==> config.mk <==
export PLATFORM = sky130hd
export DESIGN_NAME = debounce_sync
export DESIGN_NICKNAME = d
export VERILOG_FILES = /design/src/rtl/debounce_sync.sv
export SDC_FILE = /design/constraint.sdc
export NUM_CORES = 1
export LEC_CHECK = 0
export CAP_MARGIN = 30
export CORE_AREA = 2 2 39 41
export CTS_BUF_LIST = sky130_fd_sc_hd__clkbuf_4 sky130_fd_sc_hd__clkbuf_8
export DETAILED_ROUTE_END_ITERATION = 8
export DIE_AREA = 0 0 41 43
export HOLD_SLACK_MARGIN = 0.02
export PLACE_DENSITY = 0.46
export SLEW_MARGIN = 40
export SYNTH_ARGS = -nofsm -noshare
export SYNTH_HDL_FRONTEND = slang
export SYNTH_SLANG_ARGS = --single-unit
==> constraint.sdc <==
create_clock -name clk -period 2.5 [get_ports clk]
set_clock_uncertainty 0.15 [all_clocks]
set_input_delay 0.5 -clock clk [delete_from_list [all_inputs] [get_ports clk]]
set_output_delay 0.5 -clock clk [all_outputs]
set_load 0.1 [all_outputs]
==> src/rtl/debounce_sync.sv <==
// -----------------------------------------------------------------------------
// debounce_sync
//   Synchronises a raw asynchronous level (switch or pin) into the clk domain
//   and debounces it. A new level is accepted only after it has been seen on
//   the synchronised input for DB_CYCLES consecutive clocks.
//
// Parameters
//   SYNC_STAGES : synchroniser depth on din (2..4)
//   DB_CYCLES   : consecutive stable clocks needed to accept a level
//                 (1 .. 2**CNT_W-1)
//   CNT_W       : stability counter width
//
// Ports
//   clk   : clock, all state updates on the rising edge
//   rst_n : synchronous active-low reset
//   din   : raw asynchronous input level
//   dout  : debounced, synchronised level
//   busy  : high while a candidate level change is being qualified
// -----------------------------------------------------------------------------
module debounce_sync #(
  parameter int SYNC_STAGES = 2,
  parameter int DB_CYCLES   = 8,
  parameter int CNT_W       = 4
) (
  input  logic clk,
  input  logic rst_n,
  input  logic din,
  output logic dout,
  output logic busy
);

  typedef enum logic [1:0] {
    ST_LO,
    PEND_HI,
    ST_HI,
    PEND_LO
  } state_e;

  localparam logic [CNT_W-1:0] CNT_MAX = CNT_W'(DB_CYCLES - 1);
  localparam logic [CNT_W-1:0] CNT_ONE = CNT_W'(1);
  // With a one-cycle threshold the pending states are never entered.
  localparam bit SINGLE_CYCLE = (DB_CYCLES == 1);

  // Elaboration-time parameter checks.
  if (DB_CYCLES >= (1 << CNT_W)) begin : g_chk_cnt_w
    $error("debounce_sync: DB_CYCLES must be below 2**CNT_W");
  end
  if (DB_CYCLES == 0) begin : g_chk_db_zero
    $error("debounce_sync: DB_CYCLES must be at least 1");
  end
  if (SYNC_STAGES < 2) begin : g_chk_sync
    $error("debounce_sync: SYNC_STAGES must be at least 2");
  end

  // ---------------------------------------------------------------------------
  // Synchroniser chain: din enters at bit 0, s is taken from the last flop.
  // ---------------------------------------------------------------------------
  logic [SYNC_STAGES-1:0] sync_q;
  logic [SYNC_STAGES-1:0] sync_d;
  logic                   s;

  always_comb begin
    sync_d = {sync_q[SYNC_STAGES-2:0], din};
  end

  // NOTE: sequential state uses non-blocking assignments so every flop samples
  // pre-edge values; blocking here would collapse the chain into one stage.
  always_ff @(posedge clk) begin
    if (!rst_n) begin
      // NOTE: the synchroniser flops are reset (not left free-running) because
      // their reset value is the level the FSM sees right after release.
      sync_q <= '0;
    end else begin
      sync_q <= sync_d;
    end
  end

  assign s = sync_q[SYNC_STAGES-1];

  // ---------------------------------------------------------------------------
  // Debounce FSM. dout/busy are registered alongside the state so they are a
  // pure function of flop outputs with no path from din.
  // ---------------------------------------------------------------------------
  state_e           state_q;
  logic [CNT_W-1:0] cnt_q;
  logic             dout_q;
  logic             busy_q;

  always_ff @(posedge clk) begin
    if (!rst_n) begin
      state_q <= ST_LO;
      cnt_q   <= '0;
      dout_q  <= 1'b0;
      busy_q  <= 1'b0;
    end else begin
      case (state_q)
        ST_LO: begin
          if (s) begin
            if (SINGLE_CYCLE) begin
              state_q <= ST_HI;
              cnt_q   <= '0;
              dout_q  <= 1'b1;
              busy_q  <= 1'b0;
            end else begin
              // The edge that first sees the new level counts as cycle one.
              state_q <= PEND_HI;
              cnt_q   <= CNT_ONE;
              busy_q  <= 1'b1;
            end
          end else begin
            cnt_q <= '0;
          end
        end

        PEND_HI: begin
          if (!s) begin
            // Bounce back to the accepted level: abandon, no dout toggle.
            state_q <= ST_LO;
            cnt_q   <= '0;
            busy_q  <= 1'b0;
          end else if (cnt_q == CNT_MAX) begin
            state_q <= ST_HI;
            cnt_q   <= '0;
            dout_q  <= 1'b1;
            busy_q  <= 1'b0;
          end else begin
            cnt_q <= cnt_q + CNT_ONE;
          end
        end

        ST_HI: begin
          if (!s) begin
            if (SINGLE_CYCLE) begin
              state_q <= ST_LO;
              cnt_q   <= '0;
              dout_q  <= 1'b0;
              busy_q  <= 1'b0;
            end else begin
              state_q <= PEND_LO;
              cnt_q   <= CNT_ONE;
              busy_q  <= 1'b1;
            end
          end else begin
            cnt_q <= '0;
          end
        end

        PEND_LO: begin
          if (s) begin
            state_q <= ST_HI;
            cnt_q   <= '0;
            busy_q  <= 1'b0;
          end else if (cnt_q == CNT_MAX) begin
            state_q <= ST_LO;
            cnt_q   <= '0;
            dout_q  <= 1'b0;
            busy_q  <= 1'b0;
          end else begin
            cnt_q <= cnt_q + CNT_ONE;
          end
        end

        default: begin
          state_q <= ST_LO;
          cnt_q   <= '0;
          dout_q  <= 1'b0;
          busy_q  <= 1'b0;
        end
      endcase
    end
  end

  assign dout = dout_q;
  assign busy = busy_q;

endmodule

[After elaboration in Yosys (flattened, before gate mapping)]
Cells that the tools add are included.
Cells by class
  reduce and logical (&&, ||, !) cells: 5
  equality and inequality tests: 12
  multiplexer cells: 24
  add/subtract/negate cells: 1
Operator list (number)
  $pmux W4 S4: 1
  $mux W2: 6
  $mux W4: 3
  $ne A2 B2 Y1 const B: 6
  $mux W1: 11
  $pmux W2 S4: 1
  $ne A3 B3 Y1 const B: 2
  $reduce_and A5 Y1: 1
  $add A4 B1 Y4 const B: 1
  $eq A2 B2 Y1 const B: 2
  $eq A4 B3 Y1 const B: 1
  $pmux W1 S4: 1
  $reduce_and A4 Y1: 1
  $eq A2 B1 Y1 const B: 1
  $logic_not A2 Y1: 1
  $pmux W1 S2: 1
  $reduce_and A2 Y1: 1
  $reduce_bool A2 Y1: 1
Word-level totals
  bits in registers: 10
  bits of input ports: 3
  output and inout port bits: 2

[Depth between registers and ports, before layout]
  word-level depth: 4
  gate-level depth with buffers: 4

[Least setup slack after synthesis]
Ideal clock, no wire load.
  path type: register to output
  from: reg dout_q, in the netlist dout
  to: out dout
  cell stages (with the launch flop): 1
  path slack: 0.915 ns
  path buffers: 0
  arrival time: 0.935 ns
  path through: dfxtp_1
RTL lines
  from (decl): line 86  | logic dout_q;
  from (signal assigned): line 93  | dout_q <= 1'b0;
  from (signal assigned): line 102  | dout_q <= 1'b1;
  from (signal assigned): line 124  | dout_q <= 1'b1;
  to (decl): line 28  | output logic dout,
No word-level cell between the ends.

[Worst setup path in the final report]
  from: reg dout_q, in the netlist dout
  to: out dout
No word-level cell between the ends.

==> results.sh <==
export IMPL_status="finished, final reports clean"
export IMPL_grt_pass1_wl_um=1100
export IMPL_setup_violations_final=0
export IMPL_final_antenna_net_count=0
export IMPL_maxCapViolCount=0
export IMPL_die_area_um2=1760
export IMPL_p_switching_mw=0.0825
export IMPL_cts_tree="built"
export IMPL_fp_dieW_um=41
export IMPL_start_kind="register"
export IMPL_path_max_fanout=3
export IMPL_globalplace_congestion=0.663
export IMPL_p_seq_share_pct=48.7
export IMPL_wl_per_cell_um=10.7
export IMPL_cp_top_family="flip-flops"
export IMPL_post_cts_setup_buffer_count=0
export IMPL_fp_dieH_um=43
export IMPL_worstSetupPathType="reg2out"
export IMPL_core_area_um2=1380
export IMPL_yosysTopAreaCell="dfxtp_1"
export IMPL_period_share_pct=63.0
export IMPL_via_per_inst=4.50
export IMPL_slowest_delay_ns=0.36
export IMPL_netlist_area_um2=399
export IMPL_tns_ns=0
export IMPL_hpwlAfterDp_um=504
export IMPL_p_per_area_nw_per_um2=703
export IMPL_routed_wl_um=685
export IMPL_synthArstFlopShare_pct=0
export IMPL_remaining_drc_errors=0
export IMPL_worstPathArrival_ns=0.93
export IMPL_p_leak_nw=0.204
export IMPL_cts_hold_buf=0
export IMPL_intPower_mw=0.262
export IMPL_final_nets=53
export IMPL_worst_pin_slew_ns=0.277
export IMPL_slowest_stage="dfxtp_1"
export IMPL_rsz0062_at_grt="false"
export IMPL_hold_viol=0
export IMPL_pwr_share_clk_pct=41.7
export IMPL_ys_warn_count=0
export IMPL_cts_sinks=10
export IMPL_path_cells="buf_4"
export IMPL_min_period_ns=1.58
export IMPL_slew_viol_final=0
export IMPL_areaGrowthSynthToFinish_pct=22.9
export IMPL_crit_buf_inv=1
export IMPL_hold_slack_ns=0.288
export IMPL_clock_fmax_mhz=635
export IMPL_synth_commonest_cells="dfxtp_1 (10), nor2_1 (4), inv_1 (3)"
export IMPL_first_pass_iters=1
export IMPL_synth_seq_cells=10
export IMPL_cp_required_ns=1.85
export IMPL_grt_max_degree=9
export IMPL_track_usage_pct=10.0
export IMPL_path_clk_slew_ns=0.07
export IMPL_drt_iter0_markers=0
export IMPL_switching_share_pct=23.9
export IMPL_slew_headroom_pct=81.7
export IMPL_cts_max_path_buffers=2
export IMPL_ctsResizeCount=0
export IMPL_vias=288
export IMPL_n_antenna_cell=0
export IMPL_drive_gt1_share_pct=20.8
export IMPL_cts_max_level=1
export IMPL_grt_pass1_vias=270
export IMPL_pin_count=5
export IMPL_pwr_share_comb_pct=9.6
export IMPL_ir_worst_vdd_uv=362
export IMPL_synth_ff_type="dfxtp_1"
export IMPL_numCtsBuffers=3
export IMPL_design_area_um2=490
export IMPL_overflow=0
export IMPL_synthCells=40
export IMPL_place_area_um2=454
export IMPL_antenna_found_initial=0
export IMPL_end_kind="output port"
export IMPL_synth_area_leaders="dfxtp_1 (50%), mux2i_1 (5.0%), xor2_2 (4.1%), and3_2 (3.8%), nor2_1 (3.8%)"
export IMPL_netlist_area_leader_share_pct=50.2
export IMPL_yosysMostFrequentCell="dfxtp_1"
export IMPL_ys_seq_area_share_pct=50.2
export IMPL_yosys_cell_types_count=21
export IMPL_synth_edf_count=0
export IMPL_syn_num_nets=44
export IMPL_portBuffers=4
export IMPL_hold_class="reg2reg"
export IMPL_root_buffer="clkbuf_4"
export IMPL_rows=14
export IMPL_syn_avg_cell_area_um2=9.98
export IMPL_start_util_pct=28.8
export IMPL_insertion_delay_ns=0.26
## stage by stage
step | std cells | utilization, % | worst slack (ns) | total power, mW
2_1_floorplan | 40 | - | 0.915 | 0.195
3_3_place_gp | 60 | 32.8 | 0.949 | 0.204
3_5_place_dp | 60 | 32.8 | 0.951 | 0.204
4_1_cts | 64 | 35.4 | 0.921 | 0.350
5_1_grt | 64 | 35.4 | 0.891 | 0.356
6_report | 64 | 35.4 | 0.924 | 0.345
## cell families (layout without fill, tap and decap cells)
family	count (synthesis)	after routing	synth area share [%]
DFF	10	10	50.2
and+or+nand+nor	17	17	26.0
AOI/OAI and AO/OA	5	5	6.58
adders and majority gates	1	1	3.13
buffers and inverters	3	11	2.82
muxes	2	2	5.02
xor gates and xnor gates	2	2	6.27
## sequential cells by signal, indices dropped and copies added, names as in the netlist, named ones only
name,cells
state_q,1
cnt_q,4
dout,1
sync_q,2
busy,1
## path summary, 6_finish.rpt
| path | start | end | slack (ns) | cells past startpoint |
|---|---|---|---|---|
| worst min-delay path | sync_q[0] | sync_q[1] | 0.29 | 1 |
| worst max-delay path | dout | dout | 0.92 | 1 |
| worst min register to register | sync_q[0] | sync_q[1] | 0.29 | 1 |
| worst max register to register | cnt_q[0] | cnt_q[0] | 1.09 | 4 |
## power by group through the flow
stage	combinational [mW]	clock, mW	sequential, mW
finish	0.0330	0.144	0.168
global route	0.0349	0.152	0.169
CTS	0.0332	0.149	0.168
detailed placement	0.0329	0	0.172
global placement	0.0329	0	0.171
floorplan	0.00692	0	0.188
## per-layer routing
| metal | vias to the layer above | global-route usage, % | share of wire [%] |
|---|---|---|---|
| li1 | 151 | - | - |
| met1 | 126 | 11.8 | 48 |
| met2 | 6 | 14.1 | 45 |
| met3 | 5 | 3.14 | 3.1 |
| met4 | 0 | 8.00 | 3.6 |
| met5 | - | 0 | 0 |
## placed cells by master (no fill, tap or decap), types with 2 or more instances in the layout
master	n
nor2_1	4
dfxtp_1	10
inv_1	3
buf_4	2
o21ai_0	2
mux2i_1	2
and2_1	2
nor2b_1	2
clkbuf_4	3
and3_2	2
clkdlybuf4s50_1	2
## area by class of cell
| class | count | area, um^2 |
|---|---|---|
| fill | 152 | 893 |
| sequential | 10 | 200 |
| multi-input combinational | 27 | 188 |
| clock buffer | 4 | 36.3 |
| timing repair buffer | 4 | 35.0 |
| tap | 16 | 20.0 |
| inverter | 3 | 11.3 |
Note: power is estimated with default switching activity, not from simulation.
